--- src/rtl/divider_sequencer_if.sv ---
// Ratio-update handshake between the control logic and divider_sequencer.
// The master holds cfg_valid/cfg_div until it sees cfg_ready.
interface divider_sequencer_if #(
    parameter int WIDTH = 26
);
    logic             cfg_valid;
    logic             cfg_ready;
    logic [WIDTH-1:0] cfg_div;

    modport master (
        output cfg_valid,
        output cfg_div,
        input  cfg_ready
    );

    modport slave (
        input  cfg_valid,
        input  cfg_div,
        output cfg_ready
    );
endinterface

--- src/rtl/divider_sequencer.sv ---
// Programmable clock-enable divider: tick pulse, 50% clk_out, start/stop,
// one-shot, and ratio updates that only land on a period boundary.
module divider_sequencer #(
    parameter int               WIDTH       = 26,
    parameter logic [WIDTH-1:0] DEFAULT_DIV = WIDTH'(49999999)
) (
    input  logic                clk_in,
    input  logic                reset,
    input  logic                start,
    input  logic                stop,
    input  logic                oneshot,
    divider_sequencer_if.slave  cfg,
    output logic                tick,
    output logic                clk_out,
    output logic                busy,
    output logic                done,
    output logic [WIDTH-1:0]    count
);

    typedef enum logic {
        IDLE = 1'b0,
        RUN  = 1'b1
    } state_e;

    state_e           state_q, state_d;
    logic [WIDTH-1:0] cnt_q, cnt_d;
    logic [WIDTH-1:0] div_q, div_d;
    logic [WIDTH-1:0] pend_div_q, pend_div_d;
    logic             pend_q, pend_d;
    logic             os_q, os_d;
    logic             tick_q, tick_d;
    logic             done_q, done_d;
    logic             clk_q, clk_d;
    logic             busy_q;
    logic             term;
    logic             xfer;
    logic             go_idle;

    assign term    = (state_q == RUN) && (cnt_q == div_q);
    assign xfer    = cfg.cfg_valid && !pend_q;
    assign go_idle = (state_q == RUN) && (state_d == IDLE);

    always_ff @(posedge clk_in or negedge reset) begin
        if (!reset) begin
            state_q    <= IDLE;
            cnt_q      <= '0;
            div_q      <= DEFAULT_DIV;
            pend_div_q <= '0;
            pend_q     <= 1'b0;
            os_q       <= 1'b0;
            tick_q     <= 1'b0;
            done_q     <= 1'b0;
            clk_q      <= 1'b0;
            busy_q     <= 1'b0;
        end else begin
            state_q    <= state_d;
            cnt_q      <= cnt_d;
            div_q      <= div_d;
            pend_div_q <= pend_div_d;
            pend_q     <= pend_d;
            os_q       <= os_d;
            tick_q     <= tick_d;
            done_q     <= done_d;
            clk_q      <= clk_d;
            busy_q     <= (state_d == RUN);
        end
    end

    always_comb begin
        state_d = state_q;
        unique case (state_q)
            IDLE: if (start && !stop) state_d = RUN;
            RUN:  if (stop || (term && os_q)) state_d = IDLE;
            default: state_d = IDLE;
        endcase
    end

    always_comb begin
        cnt_d      = '0;
        div_d      = div_q;
        pend_div_d = pend_div_q;
        pend_d     = pend_q;
        os_d       = os_q;
        tick_d     = 1'b0;
        done_d     = 1'b0;
        clk_d      = 1'b0;
        if (state_q == IDLE) begin
            if (start && !stop) os_d = oneshot;
            if (xfer) div_d = cfg.cfg_div;
        end else begin
            if (stop) begin
                cnt_d = '0;
            end else if (term) begin
                tick_d = 1'b1;
                done_d = os_q;
                clk_d  = ~clk_q;
            end else begin
                cnt_d = cnt_q + 1'b1;
                clk_d = clk_q;
            end
            // A ratio taken while leaving RUN would never see another
            // boundary, so it goes straight into div_reg.
            if (pend_q && (stop || term)) begin
                div_d  = pend_div_q;
                pend_d = 1'b0;
            end else if (xfer && go_idle) begin
                div_d = cfg.cfg_div;
            end else if (xfer) begin
                pend_div_d = cfg.cfg_div;
                pend_d     = 1'b1;
            end
        end
    end

    assign cfg.cfg_ready = ~pend_q;
    assign tick          = tick_q;
    assign done          = done_q;
    assign clk_out       = clk_q;
    assign busy          = busy_q;
    assign count         = cnt_q;

endmodule

--- src/flat_wrapper.sv ---
// flat-port wrapper written by rule: the top's interface ports become plain ports
module divider_sequencer_flat 
#(
    parameter int               WIDTH       = 26,
    parameter logic [WIDTH-1:0] DEFAULT_DIV = WIDTH'(49999999)
)
  (clk_in, reset, start, stop, oneshot, tick, clk_out, busy, done, count, cfg_cfg_valid, cfg_cfg_div, cfg_cfg_ready);
  divider_sequencer_if #(.WIDTH(WIDTH)) cfg_i ();
  input  logic clk_in;
  input  logic reset;
  input  logic start;
  input  logic stop;
  input  logic oneshot;
  output logic tick;
  output logic clk_out;
  output logic busy;
  output logic done;
  output logic [WIDTH-1:0] count;
  input wire logic [$bits(cfg_i.cfg_valid)-1:0] cfg_cfg_valid;
  input wire logic [$bits(cfg_i.cfg_div)-1:0] cfg_cfg_div;
  output wire logic [$bits(cfg_i.cfg_ready)-1:0] cfg_cfg_ready;
  assign cfg_i.cfg_valid = cfg_cfg_valid;
  assign cfg_i.cfg_div = cfg_cfg_div;
  assign cfg_cfg_ready = cfg_i.cfg_ready;
  divider_sequencer #(.WIDTH(WIDTH), .DEFAULT_DIV(DEFAULT_DIV)) u_core (.clk_in(clk_in), .reset(reset), .start(start), .stop(stop), .oneshot(oneshot), .cfg(cfg_i), .tick(tick), .clk_out(clk_out), .busy(busy), .done(done), .count(count));
endmodule
--- config.mk ---
export PLATFORM = sky130hd
export DESIGN_NAME = divider_sequencer_flat
export DESIGN_NICKNAME = d
export VERILOG_FILES = /design/src/rtl/divider_sequencer_if.sv /design/src/rtl/divider_sequencer.sv /design/src/flat_wrapper.sv
export SDC_FILE = /design/constraint.sdc
export NUM_CORES = 1
export LEC_CHECK = 0
export CAP_MARGIN = 20
export CORE_ASPECT_RATIO = 0.8
export CORE_MARGIN = 5
export CORE_UTILIZATION = 54
export DETAILED_ROUTE_END_ITERATION = 16
export PLACE_DENSITY = 0.82
export SYNTH_ARGS = -nofsm -noshare
export SYNTH_HDL_FRONTEND = slang
export SYNTH_SLANG_ARGS = --single-unit
--- constraint.sdc ---
create_clock -name clk_in -period 2.8 [get_ports clk_in]
set_clock_uncertainty 0.1 [all_clocks]
set_input_delay 0.56 -clock clk_in [delete_from_list [all_inputs] [get_ports clk_in]]
set_output_delay 0.56 -clock clk_in [all_outputs]
set_load 0.01 [all_outputs]
==> out/qor.yml <==
status: "finished, final reports clean"
numCtsBuffers: 9
hold_class: "in2async"
required_ps: 2940
reg2regPathDepth: 7
end_kind: "flip-flop"
fin_tns_setup_ps: 0
grt_remaining_overflow: 0
synth_edf_count: 0
cts-root-buf: "clkbuf_8"
setup_viol: 0
crit_path_start_kind: "flip-flop"
antenna_found_initial: 0
worstPathArrival_ps: 2840
timing.hold.ws_ps: 146
synth.area.top_cells: "dfrtp_1 39%, dfstp_2 11%, mux2_2 7.2%"
dp_hpwl_um: 7510
fmax_ghz: 0.370
gr-usage-met3_pct: 5.63
yosysWarnings: 0
grt_pass1_wl_um: 17500
dieArea_um2: 9720
synth-seq-cells: 84
routedWlPerCell_um: 18.6
synth_area_per_cell_um2: 10.9
finalCriticalPeriod_ps: 2700
cts_tree: "built"
final_layout_size_suffix_gt1_share_pct: 18.1
rsz0062_at_grt: "no"
finalHoldViolCount: 0
core_area_um2: 7530
antenna_cells: 0
finalMaxSlewViolations: 0
drt_iter0_drc: 243
timing.reg2reg.setup_slack_ps: 100
die_w_um: 109
p_per_area_nw_per_um2: 774
synth_area_um2: 4230
clk_pin_slew_worst_paths_ps: 80
clock_latency_ps: 350
drt-pass1-iter-count: 4
path_max_fanout: 17
route.vias.total: 3540
detail_route.wirelength_um: 10600
yosysSeqAreaShare_pct: 50.2
drc_errors: 0
use_met1_pct: 32.4
grt_start_max_net_pins: 55
areaGrowthSynthToFinish_pct: 23.2
die_h_um: 89.2
start_util_pct: 56.2
row_count: 28
maxCapViolations: 0
maxSlewHeadroom_pct: 42.3
timing.final.crit_share_pct: 96.5
gp_congestion: 0.834
reg2reg_to: "u_core.pend_div_q[13]"
cellLeakagePower_nw: 2.05
synth_most_common_cell: "dfrtp_1"
busiest_layer: "met2"
layout.nets: 493
drtAntennaViolNets: 0
cts_sinks: 84
synth_top_area_share_pct: 39.0
synthArstFlopShare_pct: 100
fin_util_pct: 69.2
layoutNonFillerInstCount: 570
via_per_inst: 6.21
grtUsageMet2_pct: 36.0
grt_pass1_vias: 3479
setup.worst_path.class: "reg2reg"
dp_cells: 554
cts.htree.levels: 3
synth_nets: 421
ys_types: 33
numPortBuffers: 62
clockBufferDepth: 2
rr_startpoint: "u_core.div_q[4]"
ioPinCount: 63
synthCells: 388
synthFlopType: "dfrtp_1"
synthTopCellsByCount: "66 x dfrtp_1, 37 x nor2_1, 32 x xnor2_1, 30 x nor3_1, 27 x mux2_2"
synth_top_cell_by_area: "dfrtp_1"
worst_slew_pin_slew_ps: 862
grt_use_total_pct: 23.3
ir_drop_mv: 0.538
## state kept, by name, indices dropped and copies added (netlist names)
register,flops
u_core.div_q,26
u_core.pend_div_q,26
u_core.done,1
u_core.state_q,1
u_core.clk_out,1
u_core.pend_q,1
u_core.tick,1
u_core.count,26
u_core.os_q,1
## where the power goes
group	internal (mW)	switching (mW)	leakage, nW	total, mW
Combinational	0.708	0.540	0.936	1.25
Clock	0.319	0.405	0.0812	0.725
Sequential	1.71	0.352	1.04	2.07
Total	2.74	1.30	2.05	4.04
## kinds of logic (layout without fill, tap and decap cells)
kind of cell	after synthesis	after routing	share of synthesized area, %
buffers and inverters	25	102	3.10
AOI/OAI and AO/OA	84	84	15.0
DFF	84	84	50.2
xor gates and xnor gates	51	51	10.6
adders and majority gates	1	1	0.296
muxes	27	27	7.19
and+or+nand+nor	116	116	13.6
## worst max-delay path by stage
| stage | startpoint | cells after the start | slack (ps) | to |
|---|---|---|---|---|
| finish | u_core.div_q[4] | 7 | 100 | u_core.pend_div_q[13] |
| global placement | u_core.count[16] | 7 | 180 | u_core.pend_div_q[13] |
| global route | u_core.count[8] | 7 | 20 | u_core.pend_div_q[13] |
| CTS | u_core.count[16] | 7 | 50 | u_core.div_q[12] |
| floorplan | u_core.count[7] | 8 | 330 | u_core.pend_div_q[10] |
| detailed placement | u_core.count[16] | 7 | 70 | u_core.div_q[12] |
## repair_timing
action                                  CTS  global route
hold buffers                              0             0
endpoints found under the setup margin    0            34
buffers inserted                          0             0
gates resized for setup                   0             2
## placed cells by master, fill, tap and decap left out
master / n
clkbuf_1: 4
buf_12: 2
nand4_1: 12
clkdlybuf4s50_1: 61
nand2_1: 12
o211ai_4: 1
and3_1: 2
ha_1: 1
a221oi_1: 26
and4_1: 5
or2_2: 1
dfrtp_1: 66
dfstp_2: 18
xnor2_1: 32
a21oi_1: 26
o22ai_1: 1
xor2_1: 19
nor4_4: 1
nand2b_1: 1
a31oi_2: 2
o21ai_1: 1
nand3_1: 9
nor3_1: 30
inv_1: 4
and2_1: 1
clkbuf_8: 9
nor2_1: 37
o21ai_0: 1
clkinv_2: 3
buf_4: 19
nor4_1: 2
nor2b_1: 2
mux2_2: 27
a22o_1: 26
nand3_2: 1
## metal layers
layer	wire [µm]	vias to the layer above
li1	-	1590
met1	4820	1749
met2	4780	174
met3	802	27
met4	190	0
met5	0	-
## stage by stage
stage	setup WS, ps	power [mW]	instance area [µm²]
after floorplan	328	2.89	4230
after global placement	182	3.21	5050
after detailed placement	67.7	3.30	5050
after CTS	51.8	4.04	5210
after global routing	20.3	4.28	5220
final	99.0	4.04	5220
## final cells by class
class	count	area [µm²]
fillers	570	2320
flip-flops and latches	84	2120
multi-input cells	279	2000
repair buffers	82	793
clock buffers	13	139
well taps	105	131
clock inverters	3	15.0
inverters	4	15.0
## worst max-delay path, stage by stage, from the launching register on
cell,delay (ps)
dfstp_2,590
xnor2_1,170
nand4_1,160
nor2_1,390
nand3_2,250
o211ai_4,230
buf_4,320
mux2_2,380
Note: power is estimated with default switching activity, not from simulation.
